==> src/rtl/led_scan_pkg.sv <==
// Shared types and helpers for the LED matrix scanner.
package led_scan_pkg;

    typedef enum logic [1:0] {
        IDLE  = 2'd0,
        SCAN  = 2'd1,
        BLANK = 2'd2
    } scan_state_t;

    function automatic int pwm_steps(input int bpp);
        return (1 << bpp) - 1;
    endfunction

endpackage

==> src/rtl/led_scan_tick.sv <==
// Scan tick generator: FREQDIV-bit divider that only advances while enabled.
module led_scan_tick #(
    parameter int FREQDIV = 0
) (
    input  logic i_clk,
    input  logic i_rst,
    input  logic i_en,
    output logic o_tick
);

    generate
        if (FREQDIV == 0) begin : g_nodiv
            logic w_unused;
            assign w_unused = i_clk ^ i_rst;
            assign o_tick   = i_en;
        end else begin : g_div
            logic [FREQDIV-1:0] r_div;
            always_ff @(posedge i_clk or posedge i_rst) begin
                if (i_rst)
                    r_div <= '0;
                else if (i_en)
                    r_div <= r_div + 1'b1;
            end
            // Tick on the enabled cycle where the divider wraps.
            assign o_tick = i_en & (&r_div);
        end
    endgenerate

endmodule

==> src/rtl/led_matrix_scanner.sv <==
// Row-scanning bicolour LED matrix driver with PWM intensity and double-buffered frames.
// Define LED_SCAN_BLANK_EN to insert dark BLANK ticks at the end of each row.
module led_matrix_scanner
    import led_scan_pkg::*;
#(
    parameter int ROWS         = 16,
    parameter int COLS         = 16,
    parameter int BPP          = 2,
    parameter int FREQDIV      = 0,
    parameter int BLANK_CYCLES = 2
) (
    input  logic                                CLK,
    input  logic                                Reset,
    input  logic                                EnableCount,
    input  logic [ROWS-1:0][COLS-1:0][BPP-1:0]  RedPixels,
    input  logic [ROWS-1:0][COLS-1:0][BPP-1:0]  GrnPixels,
    input  logic                                FrameLoad,
    output logic                                FrameAck,
    output logic [$clog2(ROWS)-1:0]             RowSel,
    output logic [COLS-1:0]                     RedCols,
    output logic [COLS-1:0]                     GrnCols,
    output logic                                FrameStart
);

    localparam int PWM_STEPS = pwm_steps(BPP);
    localparam int RW        = $clog2(ROWS);
    localparam int BW        = (BLANK_CYCLES > 1) ? $clog2(BLANK_CYCLES) : 1;

    localparam logic [BPP-1:0] PWM_LAST  = BPP'(PWM_STEPS - 1);
    localparam logic [RW-1:0]  ROW_LAST  = RW'(ROWS - 1);
    localparam logic [BW-1:0]  BCNT_LAST = BW'(BLANK_CYCLES - 1);

    scan_state_t r_state, w_state_nxt;
    logic [RW-1:0]  r_row, w_row_nxt;
    logic [BPP-1:0] r_pwm, w_pwm_nxt;
    logic [BW-1:0]  r_bcnt, w_bcnt_nxt;
    logic           w_tick, w_adv, w_bound, w_copy, w_start_nxt;
    logic           r_ack, r_start;
    logic [COLS-1:0] r_red_cols, r_grn_cols, w_red_cols, w_grn_cols;
    logic [ROWS-1:0][COLS-1:0][BPP-1:0] r_red_buf, r_grn_buf, w_red_disp, w_grn_disp;

    led_scan_tick #(.FREQDIV(FREQDIV)) u_tick (
        .i_clk  (CLK),
        .i_rst  (Reset),
        .i_en   (EnableCount),
        .o_tick (w_tick)
    );

    always_comb begin
        w_state_nxt = r_state;
        w_row_nxt   = r_row;
        w_pwm_nxt   = r_pwm;
        w_bcnt_nxt  = r_bcnt;
        w_start_nxt = 1'b0;
        w_adv       = 1'b0;
        case (r_state)
            IDLE: begin
                if (w_tick) begin
                    w_state_nxt = SCAN;
                    w_row_nxt   = '0;
                    w_pwm_nxt   = '0;
                    w_start_nxt = 1'b1;
                end
            end
            SCAN: begin
                if (w_tick) begin
                    if (r_pwm == PWM_LAST) begin
`ifdef LED_SCAN_BLANK_EN
                        w_state_nxt = BLANK;
                        w_bcnt_nxt  = '0;
`else
                        w_adv = 1'b1;
`endif
                    end else begin
                        w_pwm_nxt = r_pwm + 1'b1;
                    end
                end
            end
            BLANK: begin
                if (w_tick) begin
                    if (r_bcnt == BCNT_LAST)
                        w_adv = 1'b1;
                    else
                        w_bcnt_nxt = r_bcnt + 1'b1;
                end
            end
            default: w_state_nxt = IDLE;
        endcase
        if (w_adv) begin
            w_state_nxt = SCAN;
            w_pwm_nxt   = '0;
            if (r_row == ROW_LAST) begin
                w_row_nxt   = '0;
                w_start_nxt = 1'b1;
            end else begin
                w_row_nxt = r_row + 1'b1;
            end
        end
        // Frame boundary: anywhere in IDLE, or the tick that wraps the last row.
        w_bound = (r_state == IDLE) || (w_adv && (r_row == ROW_LAST));
        // The ack cycle is ignored so a held request is not copied twice.
        w_copy  = FrameLoad && !r_ack && w_bound;
    end

    assign w_red_disp = w_copy ? RedPixels : r_red_buf;
    assign w_grn_disp = w_copy ? GrnPixels : r_grn_buf;

    // Columns are computed from next state so they register alongside it.
    always_comb begin
        w_red_cols = '0;
        w_grn_cols = '0;
        if (w_state_nxt == SCAN) begin
            for (int c = 0; c < COLS; c++) begin
                w_red_cols[COLS-1-c] = (w_pwm_nxt < w_red_disp[w_row_nxt][c]);
                w_grn_cols[COLS-1-c] = (w_pwm_nxt < w_grn_disp[w_row_nxt][c]);
            end
        end
    end

    always_ff @(posedge CLK or posedge Reset) begin
        if (Reset) begin
            r_state    <= IDLE;
            r_row      <= '0;
            r_pwm      <= '0;
            r_bcnt     <= '0;
            r_red_buf  <= '0;
            r_grn_buf  <= '0;
            r_red_cols <= '0;
            r_grn_cols <= '0;
            r_start    <= 1'b0;
            r_ack      <= 1'b0;
        end else begin
            r_state    <= w_state_nxt;
            r_row      <= w_row_nxt;
            r_pwm      <= w_pwm_nxt;
            r_bcnt     <= w_bcnt_nxt;
            r_red_buf  <= w_red_disp;
            r_grn_buf  <= w_grn_disp;
            r_red_cols <= w_red_cols;
            r_grn_cols <= w_grn_cols;
            r_start    <= w_start_nxt;
            r_ack      <= w_copy;
        end
    end

    assign RowSel     = r_row;
    assign RedCols    = r_red_cols;
    assign GrnCols    = r_grn_cols;
    assign FrameStart = r_start;
    assign FrameAck   = r_ack;

endmodule

==> config.mk <==
export PLATFORM = sky130hd
export DESIGN_NAME = led_matrix_scanner
export DESIGN_NICKNAME = d
export VERILOG_FILES = /design/src/rtl/led_scan_pkg.sv /design/src/rtl/led_scan_tick.sv /design/src/rtl/led_matrix_scanner.sv
export SDC_FILE = /design/constraint.sdc
export NUM_CORES = 2
export LEC_CHECK = 0
export CAP_MARGIN = 10
export CORE_AREA = 2 2 417 419
export DETAILED_ROUTE_END_ITERATION = 10
export DIE_AREA = 0 0 419 421
export PLACE_DENSITY_LB_ADDON = 0.25
export SLEW_MARGIN = 20
export SYNTH_ARGS = -nofsm -noshare
export SYNTH_HDL_FRONTEND = slang
export SYNTH_HIERARCHICAL = 1
export SYNTH_SLANG_ARGS = --single-unit
==> constraint.sdc <==
create_clock -name CLK -period 53.5 [get_ports CLK]
set_input_delay 10.7 -clock CLK [delete_from_list [all_inputs] [get_ports CLK]]
set_output_delay 10.7 -clock CLK [all_outputs]
set_load 0.02 [all_outputs]
==> impl_results.md <==
- Worst-case clock skew: between 0.02 and 0.03 ns
- R2r setup slk: 45.27 ns
- Total Negative Setup Slacks: 0 ns
- Worst hold path type: flip-flop to flip-flop
- Switching share of power: 36.4%
- DP Wirelength: approximately 170000 microns
- Yosys top cell by area: dfrtp_1
- Clk_lat worst skew: just under 0.8 ns
- Critical Path RT: approximately 54 ns
- Status: finished clean
- Critical-path maximum fanout: around 150
- Post-cts sizing count: 0
- Worst vdd ir: ~0.000035 V
- Iteration-0 DRC Markers: 2452
- RSZ-0062 raised after global routing: false
- Mapped Avg Cell Area: between 10 and 15 sq um
- CP top delay family: buffers and inverters
- Final worst setup slack: approximately 35 ns
- Clk sinks: ~1100
- Post-synth EDFFs: 0
- Setup violations, final: 0
- CP peak stage delay: between 0.9 and 1 ns
- Total of fill cells in the finished design: roughly 17000
- Vias in the first global route: 37800
- Antenna viol nets, final: 0
- Layout area overhead: 35.3%
- Via count: around 36000
- Max Root-Sink Buffers: 3
- Bufs and invs on worst path: 7
- Slew Viols, Final: 0
- Crit path time final: ~18 ns
- PwrDens: 39.1 mW/mm^2
- Cell mode on critical path: buf_4
- All-Layer GR Usage: approximately a quarter
- Combinational share of power: 33.1%
- Clock transition at the registers of the reported paths: roughly 0.05 ns
- Post-DR vias/cell: between 4 and 5
- Final instance area: 0.0674 sq mm
- CP cell instances: clkdlybuf4s50_1 -> nand2_1 -> nor2_2 -> a31oi_4 -> inv_16 -> buf_4 -> buf_4 -> buf_4 -> buf_4 -> mux2_2 -> mux2i_1 -> o22ai_1 -> nor4_2 -> buf_4 -> ha_1 -> nand3_1 -> or3_1 -> and4_1
- Clk pwr share: a little over a third
- PortBufs: 1065
- # hold bufs at CTS: 0
- Placed cell areas: around 0.063 sq mm
- Final Hold Viols: 0
- Post-Place Worst Slack: ~35 ns
- Gr ovfl total: 0
- Sw Pwr: approximately 960 uW
- FF+latch count, synth: 1067
- Reg area: approximately 0.027 sq mm
- First-pass DRT Iterations: 6
- Max_slew headroom: about a quarter
- CTS H-tree depth: 4
- Ys flop type: dfrtp_1
- Most common cell after layout, fill and taps aside: dfrtp_1
- Area of the multi-input gates: around 0.022 sq mm
- Mapped Nets: roughly 4800
- Ys Warns: 6
- Lkg Pwr: around 0.031 uW
- WS Path Type: input pin to flip-flop
- Register area share after synthesis: ~54%
- Placed insts: 6909
- Layout cells sized above 1: between 20% and 30%
- First-pass GRT wire length: 309000 microns
- Worst Path Arrival: 18.74 ns
- Post-Syn Area: ~0.05 sq mm
- Die Wd: around 420 microns
- Largest net degree at the start of global routing: 154
- Die height: about 420 microns
- Total Routed Length: around 230000 microns
- Post-synth cell types: between 60 and 70
- Initial core utilization: 28.9%
- Clock root buffer: clkbuf_16
- Initial antenna violation count: approximately 130
- Final hold slack: between 0.4 and 0.5 ns
- Clock buffer count from CTS: around 130
- Post-route insts no fill: between 7000 and 8000
- Die area: 0.176 sq mm
- GP Congestion: ~0.91
- Dominant cells by area after synthesis: dfrtp_1, mux2_2, mux2i_1
- Row Count: roughly 150
- Fin crit share: around a third
- Number of remaining DRC errors: 0
- Power share of the sequential group: ~32%
- CP endpoint kind: flip-flop
- Post-CTS Setup Bufs: 0
- Final Net Count: 5785
- WL/cell: 31.5 microns
- FMAX: 55.4 MHz
- Yosys top cell area share: 53.6%
- Async SR Flop Fraction: between 90% and 100%
- Worst-margin pin slew: between 1 and 1.5 ns
- Commonest non-fill, non-tap cells in the layout: dfrtp_1, clkdlybuf4s50_1, mux2_2
- Critical Path Source Type: input pin
- CTS tree: built
- Internal power: 1680 uW
- CP max stage cell: nor4_2
- Syn Inst Count: approximately 3700
- # Max-Cap Violations: 0
- Ports: roughly 1100
- Core area: roughly 0.17 sq mm
-- per-stage QoR --
step | total power [uW] | util [%]
floorplan | 1330 | -
global placement | 1730 | 36.4
global route | 2730 | 39.1
detailed placement | 1730 | 36.5
finish | 2640 | 39.1
CTS | 2660 | 39.0
-- layer usage --
layer | vias up | wire length (microns) | share of wire (%) | global-route usage [%]
met5 | - | 165 | 0.073 | 0
met1 | 18700 | 98300 | 43 | 33.1
met2 | 1247 | 108000 | 47 | 39.5
met3 | 354 | 12000 | 5.3 | 5.04
li1 | 15700 | - | - | -
met4 | 28 | 9040 | 4.0 | 12.5
-- synth_stat cells, types with 31 or more instances --
cell type	number
a2111o_1	31
a21oi_1	37
buf_2	121
clkbuf_1	96
dfrtp_1	1067
ha_1	39
mux2_1	99
mux2_2	922
mux2i_1	320
nand2_1	167
nand2b_1	138
o211a_1	32
o22ai_1	101
or2_2	58
or3_1	34
-- area by class of cell --
cell class | count | area share, %
clock inverters | 40 | 0.774
clock buffers | 193 | 5.71
inverters | 12 | 0.121
repair buffers | 1147 | 16.8
diodes | 76 | 0.282
well taps | 2325 | 4.31
flip-flops and latches | 1067 | 39.6
multi-input cells | 2358 | 32.4
-- cell families (layout without fill, tap and decap cells) --
group	Yosys count	after routing	share of synthesized area, %
fa+ha+maj	39	39	0.979
other cells	0	76	0
compound gates	408	408	6.10
mux	1363	1363	30.2
buf+inv	277	1392	2.97
simple gates	548	548	6.16
flops	1067	1067	53.6
-- sequential cells by signal, summed over array words and instances, names as in the netlist, 2 cells and up --
| signal | flops |
|---|---|
| RowSel | 4 |
| RedCols | 16 |
| r_state | 2 |
| r_grn_buf | 512 |
| GrnCols | 16 |
| r_pwm | 2 |
| r_red_buf | 512 |
-- path summary, 6_finish.rpt --
| kind | startpoint | to | depth (start not counted) |
|---|---|---|---|
| max | EnableCount | GrnCols[14] | 18 |
| min | r_grn_buf[110] | r_grn_buf[110] | 1 |
| max reg2reg | r_state[0] | GrnCols[14] | 19 |
| min reg2reg | r_grn_buf[110] | r_grn_buf[110] | 1 |
| max in group asynchronous | Reset | r_grn_buf[333] | 6 |
| min in group asynchronous | Reset | r_grn_buf[402] | 2 |
-- power by group through the flow --
stage | sequential [uW] | clock [uW] | combinational (uW)
floorplan | 874 | 0 | 454
global placement | 863 | 0 | 870
detailed placement | 863 | 0 | 870
CTS | 849 | 938 | 873
global route | 851 | 969 | 914
finish | 849 | 917 | 872
Power figures use the tool's default switching activity.
